`config.mk`:
```
export PLATFORM = sky130hd
export DESIGN_NAME = secded2_128_errlog
export DESIGN_NICKNAME = d
export VERILOG_FILES = /design/src/rtl/secded2_128_errlog_pkg.sv /design/src/rtl/secded2_sat_cnt.sv /design/src/rtl/secded2_128_errlog.sv
export SDC_FILE = /design/constraint.sdc
export NUM_CORES = 1
export LEC_CHECK = 0
export ABC_AREA = 1
export BUFFER_PORTS_ARGS = -buffer_cell sky130_fd_sc_hd__clkbuf_2
export CAP_MARGIN = 20
export CORE_AREA = 10 10 139 141
export DETAILED_ROUTE_END_ITERATION = 12
export DIE_AREA = 0 0 149 151
export PLACE_DENSITY_LB_ADDON = 0.12
export SLEW_MARGIN = 20
export SYNTH_ARGS = -nofsm -noshare
export SYNTH_HDL_FRONTEND = slang
export SYNTH_SLANG_ARGS = --single-unit
```
`constraint.sdc`:
```
create_clock -name clk -period 3.2 [get_ports clk]
set_input_delay 0.32 -clock clk [delete_from_list [all_inputs] [get_ports clk]]
set_output_delay 0.32 -clock clk [all_outputs]
set_load 0.03 [all_outputs]
```
`src/rtl/secded2_128_errlog_pkg.sv`:
```
// Shared constants, log-type encodings and FSM states for the SECDED error logger.
package secded2_pkg;

    localparam int DATA_W = 128;

    typedef enum logic [1:0] {
        LOG_NONE  = 2'b00,
        LOG_CORR  = 2'b01,
        LOG_FATAL = 2'b10
    } log_type_e;

    typedef enum logic [1:0] {
        S_IDLE   = 2'b00,
        S_LOGGED = 2'b01,
        S_FATAL  = 2'b10
    } state_e;

    // Detected-but-not-corrected counts as fatal even without the fatal flag.
    function automatic log_type_e classify(input logic valid, input logic corr,
                                           input logic detec, input logic fatal);
        if (!valid) begin
            return LOG_NONE;
        end else if (fatal || (detec && !corr)) begin
            return LOG_FATAL;
        end else if (detec && corr) begin
            return LOG_CORR;
        end else begin
            return LOG_NONE;
        end
    endfunction

endpackage

```
`src/rtl/secded2_sat_cnt.sv`:
```
// Saturating event counter; a clear coincident with an increment loads one.
module secded2_sat_cnt #(
    parameter int W = 16
) (
    input  logic         clk,
    input  logic         rst_n,
    input  logic         clr,
    input  logic         inc,
    output logic [W-1:0] cnt
);

    logic [W-1:0] cnt_r;

    // Counter state: clear/load-one has priority, otherwise count up to all-ones.
    always_ff @(posedge clk or negedge rst_n) begin
        if (!rst_n) begin
            cnt_r <= '0;
        end else if (clr) begin
            cnt_r <= inc ? W'(1'b1) : '0;
        end else if (inc && (cnt_r != {W{1'b1}})) begin
            cnt_r <= cnt_r + W'(1'b1);
        end else begin
            cnt_r <= cnt_r;
        end
    end

    assign cnt = cnt_r;

endmodule

```
`src/rtl/secded2_128_errlog.sv`:
```
// SECDED decoder output register with error classification, counters and a one-entry log.
// Optional data poisoning of fatal beats is enabled by defining SECDED2_ERRLOG_POISON_EN.
module secded2_128_errlog
    import secded2_pkg::*;
#(
    parameter int ADDR_W = 32,
    parameter int CNT_W  = 16
) (
    input  logic              clk,
    input  logic              reset_n,
    input  logic              i_valid,
    input  logic [0:DATA_W-1] i_data,
    input  logic              i_err_corr,
    input  logic              i_err_detec,
    input  logic              i_err_fatal,
    input  logic [ADDR_W-1:0] i_addr,
    input  logic [CNT_W-1:0]  i_thresh,
    input  logic              i_ack,
    input  logic              i_clr,
    output logic [0:DATA_W-1] o_data,
    output logic              o_valid,
    output logic              o_poison,
    output logic [CNT_W-1:0]  o_corr_cnt,
    output logic [CNT_W-1:0]  o_fatal_cnt,
    output logic [ADDR_W-1:0] o_log_addr,
    output logic [1:0]        o_log_type,
    output logic              o_overflow,
    output logic              o_thresh_hit,
    output logic              o_irq
);

    log_type_e         beat_s;
    logic              corr_beat_s;
    logic              fatal_beat_s;
    logic [CNT_W-1:0]  corr_cnt_s;
    logic [CNT_W-1:0]  fatal_cnt_s;
    state_e            state_r;
    log_type_e         log_type_r;
    logic [ADDR_W-1:0] log_addr_r;
    logic              overflow_r;
    logic [0:DATA_W-1] data_r;
    logic              valid_r;

    assign beat_s       = classify(i_valid, i_err_corr, i_err_detec, i_err_fatal);
    assign corr_beat_s  = (beat_s == LOG_CORR);
    assign fatal_beat_s = (beat_s == LOG_FATAL);

    secded2_sat_cnt #(.W(CNT_W)) u_corr_cnt (
        .clk   (clk),
        .rst_n (reset_n),
        .clr   (i_clr),
        .inc   (corr_beat_s),
        .cnt   (corr_cnt_s)
    );

    secded2_sat_cnt #(.W(CNT_W)) u_fatal_cnt (
        .clk   (clk),
        .rst_n (reset_n),
        .clr   (i_clr),
        .inc   (fatal_beat_s),
        .cnt   (fatal_cnt_s)
    );

`ifdef SECDED2_ERRLOG_POISON_EN
    logic poison_r;

    // Output register: fatal beats are replaced by an all-ones poisoned word.
    always_ff @(posedge clk or negedge reset_n) begin
        if (!reset_n) begin
            data_r   <= '0;
            valid_r  <= 1'b0;
            poison_r <= 1'b0;
        end else if (fatal_beat_s) begin
            data_r   <= {DATA_W{1'b1}};
            valid_r  <= i_valid;
            poison_r <= 1'b1;
        end else begin
            data_r   <= i_data;
            valid_r  <= i_valid;
            poison_r <= 1'b0;
        end
    end

    assign o_poison = poison_r;
`else
    // Output register: data passes through unchanged.
    always_ff @(posedge clk or negedge reset_n) begin
        if (!reset_n) begin
            data_r  <= '0;
            valid_r <= 1'b0;
        end else begin
            data_r  <= i_data;
            valid_r <= i_valid;
        end
    end

    assign o_poison = 1'b0;
`endif

    // Log FSM: clear wins and then treats the coincident beat as arriving in idle.
    always_ff @(posedge clk or negedge reset_n) begin
        if (!reset_n) begin
            state_r    <= S_IDLE;
            log_type_r <= LOG_NONE;
            log_addr_r <= '0;
            overflow_r <= 1'b0;
        end else if (i_clr) begin
            overflow_r <= 1'b0;
            case (beat_s)
                LOG_CORR: begin
                    state_r    <= S_LOGGED;
                    log_type_r <= LOG_CORR;
                    log_addr_r <= i_addr;
                end
                LOG_FATAL: begin
                    state_r    <= S_FATAL;
                    log_type_r <= LOG_FATAL;
                    log_addr_r <= i_addr;
                end
                default: begin
                    state_r    <= S_IDLE;
                    log_type_r <= LOG_NONE;
                    log_addr_r <= '0;
                end
            endcase
        end else begin
            case (state_r)
                S_IDLE: begin
                    if (corr_beat_s) begin
                        state_r    <= S_LOGGED;
                        log_type_r <= LOG_CORR;
                        log_addr_r <= i_addr;
                    end else if (fatal_beat_s) begin
                        state_r    <= S_FATAL;
                        log_type_r <= LOG_FATAL;
                        log_addr_r <= i_addr;
                    end else begin
                        state_r <= S_IDLE;
                    end
                end
                S_LOGGED: begin
                    if (fatal_beat_s) begin
                        state_r    <= S_FATAL;
                        log_type_r <= LOG_FATAL;
                        log_addr_r <= i_addr;
                        overflow_r <= 1'b1;
                    end else if (corr_beat_s && i_ack) begin
                        // Ack frees the slot in the same edge, so the new event is not lost.
                        log_type_r <= LOG_CORR;
                        log_addr_r <= i_addr;
                    end else if (corr_beat_s) begin
                        overflow_r <= 1'b1;
                    end else if (i_ack) begin
                        state_r    <= S_IDLE;
                        log_type_r <= LOG_NONE;
                    end else begin
                        state_r <= S_LOGGED;
                    end
                end
                S_FATAL: begin
                    if (beat_s != LOG_NONE) begin
                        overflow_r <= 1'b1;
                    end else begin
                        overflow_r <= overflow_r;
                    end
                end
                default: begin
                    state_r    <= S_IDLE;
                    log_type_r <= LOG_NONE;
                    log_addr_r <= '0;
                end
            endcase
        end
    end

    assign o_data       = data_r;
    assign o_valid      = valid_r;
    assign o_corr_cnt   = corr_cnt_s;
    assign o_fatal_cnt  = fatal_cnt_s;
    assign o_log_addr   = log_addr_r;
    assign o_log_type   = log_type_r;
    assign o_overflow   = overflow_r;
    assign o_thresh_hit = (i_thresh != '0) && (corr_cnt_s >= i_thresh);
    assign o_irq        = (state_r == S_FATAL) || ((state_r == S_LOGGED) && o_thresh_hit);

endmodule

```
==> results.yml <==
critical_path:
  r2r_end: "u_fatal_cnt.cnt[13]"
  worstRegToRegCells: 8
  cpMostUsedCell: "nand2_1"
  cp_data_required_time_ns: 2.88
  reg2reg_slack_ns: 1.13
  critPathArrivalTime_ns: 2.13
  max_stage_delay_ns: 0.47
  critical_path.startpoint_type: "flip-flop"
  cp_max_fo: 7
  crit_type: "flip-flop to primary output"
  path_cells: "inv_1 -> ha_1 -> nand2_1 -> nor2_1 -> nor2_1 -> nand2_1 -> nand2_1 -> nand2_1 -> nand2_1 -> nand2_1 -> nand3_1 -> nand2_1 -> clkbuf_2"
  cp_slowest_cell: "dfrtp_1"
  cp_top_family: "simple AND/OR/NAND/NOR gates"
  critical_path_buf_inv_count: 2
  endpoint_kind: "primary output"
  r2r_start: "u_fatal_cnt.cnt[0]"
synthesis:
  yosys.area.top_type: "dfrtp_1"
  ys_ff_latch: 198
  syn-num-nets: 904
  synthMuxAreaShare_pct: 0
  synth_xor_area_share_pct: 1.17
  yosys.area_share.adder_pct: 3.84
  ys_top_cells_by_area: "dfrtp_1 66%, nand2_1 5.6%, nand3_1 5.0%"
  syn_area_um2: 7490
  netlist.area_leader.share_pct: 66.1
  synth_top_family_by_area: "simple AND/OR/NAND/NOR gates"
  yosys_warnings: 0
  postSynthAreaPerCell_um2: 10.7
  synth_simple_gate_area_share_pct: 16.7
  synthCells: 697
  ys_seq_area_share_pct: 66.1
  synth_cell_type_count: 32
  synth_compound_area_share_pct: 6.15
floorplanning:
  core_area_um2: 16500
  rows: 47
  die-area_um2: 22500
  ios: 383
  die_h_um: 151
  start_util_pct: 45.5
  die_w_um: 149
route:
  postRouteAntennaNets: 0
  drt_first_iter_violations: 368
  routedWlPerCell_um: 20.3
  drc: 0
  drt_pre_antenna_iters: 4
  dr_total_vias: 6972
  via_per_inst: 4.82
  wirelength_mm: 29.4
clock_network:
  post_cts_buffers: 0
  cts_buffer_depth: 2
  cts_root_buf: "clkbuf_16"
  clock_latency_ns: 0.44
  htreeDepth: 4
  clkSlewWorstSetupHoldPaths_ns: 0.08
  clock_sinks: 198
  cts_tree: "done"
  numCtsBuffers: 17
placement:
  gp_congestion: 0.903
  hpwlAfterDp_mm: 21.0
  io_buffers: 381
  dp_slack_ns: 0.594
global_route:
  track_usage_pct: 25.9
  grt_pass1_vias: 7345
  grt_pass1_wl_mm: 44.3
  antenna_found_initial: 3
  grt-ovfl-total: 0
  grt_max_degree: 90
finish:
  drive_gt1_share_pct: 35.4
  fillers: 1207
  layout.nets: 1419
  syn_to_final_growth_pct: 54.0
timing:
  post-route-min-period_ns: 2.45
  slew_headroom_pct: 52.2
  finalMaxSlewViolations: 0
  max_slew.worst_pin.slew_ns: 0.717
  report.final.setup_viol: 0
  rsz0062_at_grt: "false"
  fin_tns_setup_ns: 0
  hold_viol: 0
  clock_skew_ns: 0.0100
  period_share_pct: 76.7
  layout_setup_ws_ns: 0.746
  fmax_ghz: 0.407
power_and_ir_drop:
  power.density_nw_per_um2: 519
  ir_drop_uv: 448
  p_leak_nw: 5.94
flow_run:
  drv_cap: 0
worst_hold_path:
  min_delay_path_depth: 1
  min_path_type: "input pin to flip-flop"
  min_from: "i_data[63]"
  hold_end: "o_data[63]"
outcome:
  outcome: "finished, final reports clean"
-- cell usage after synthesis (all sizes together) --
master,number
dfrtp,198
nand2,113
inv,87
nand3,75
o21ai,61
nor2,52
ha,23
nand4,22
buf,14
a21oi,11
nor3,10
xor2,7
clkbuf,5
o21a,3
xnor2,3
a31o,2
nor4,2
o21bai,2
or2,2
a21boi,1
a31oi,1
a32oi,1
conb,1
o31ai,1
-- layer usage --
layer | track usage, % | share of wire [%] | vias up
met2 | 43.4 | 50 | 302
met3 | 8.44 | 8.3 | 60
li1 | - | - | 3304
met1 | 29.9 | 37 | 3304
met5 | 0 | 0.027 | -
met4 | 11.2 | 3.8 | 2
-- placed cells by master (no fill, tap or decap), drive strengths merged --
cell type / n
conb: 1
a21oi: 11
buf: 6
o21a: 3
or2: 2
o31ai: 1
xor2: 7
o21ai: 61
dfrtp: 198
xnor2: 3
inv: 95
o21bai: 2
a31oi: 1
a21boi: 1
a32oi: 1
nor4: 2
nor3: 10
clkinv: 5
clkbuf: 399
clkinvlp: 1
nand4: 22
nor2: 52
ha: 23
a31o: 2
diode: 2
dlygate4sd3: 128
nand2: 113
nand3: 75
-- stage by stage --
step | hold slack [ns] | cell area [um2] | std cells | utilization [%] | power, mW
2_1_floorplan | 0.0244 | 7490 | 697 | - | 3.30
3_3_place_gp | 0.428 | 9640 | 1285 | 58.5 | 3.71
3_5_place_dp | 0.430 | 9640 | 1285 | 58.5 | 3.72
4_1_cts | 0.00522 | 11500 | 1445 | 70.0 | 6.02
5_1_grt | 0.00306 | 11500 | 1446 | 70.1 | 6.23
6_report | 0.0275 | 11500 | 1447 | 70.1 | 5.99
-- what timing repair did --
item / 4_1_cts / 5_1_grt
endpoints found under the hold margin: 214 / 0
hold buffers: 128 / 0
endpoints found under the setup margin: 0 / 0
resized for setup: 0 / 0
-- worst max-delay path by stage --
stage	start	end	slack [ns]	cells after the start
after floorplan	u_corr_cnt.cnt[0]	o_thresh_hit	0.89	10
after global placement	i_err_corr	o_log_addr[2]	0.74	13
after detailed placement	i_err_corr	o_log_addr[7]	0.59	13
after CTS	u_corr_cnt.cnt[0]	o_irq	0.68	13
after global routing	u_corr_cnt.cnt[0]	o_irq	0.51	13
final	u_corr_cnt.cnt[0]	o_irq	0.75	13
-- layout make-up --
type | count | area, um2 | area share (%)
Antenna cell | 2 | 5.00 | 0.0434
Clock buffer | 18 | 439 | 3.81
Clock inverter | 14 | 176 | 1.53
Inverter | 87 | 327 | 2.83
Multi-Input combinational cell | 393 | 2090 | 18.1
Sequential cell | 198 | 4950 | 42.9
Tap cell | 220 | 275 | 2.39
Timing Repair Buffer | 515 | 3270 | 28.3
-- state kept, by name, indices dropped and copies added (netlist names) --
name,count
o_log_addr,32
u_corr_cnt.cnt,16
o_log_type,2
o_overflow,1
state_r,2
u_fatal_cnt.cnt,16
o_valid,1
o_data,128
-- logic make-up after synthesis --
family                   Yosys count
AO/OA/AOI/OAI                     83
buffers and inverters            106
AND/OR/NAND/NOR                  276
adder cells (fa/ha/maj)           23
XOR/XNOR                          10
other                              1
flip-flops                       198
-- where the power goes --
group          switching (mW)  internal (mW)  total (mW)
sequential             0.0805           2.66        2.74
combinational           0.720          0.361        1.08
clock                    1.08           1.09        2.17
Note: power is estimated with default switching activity, not from simulation.
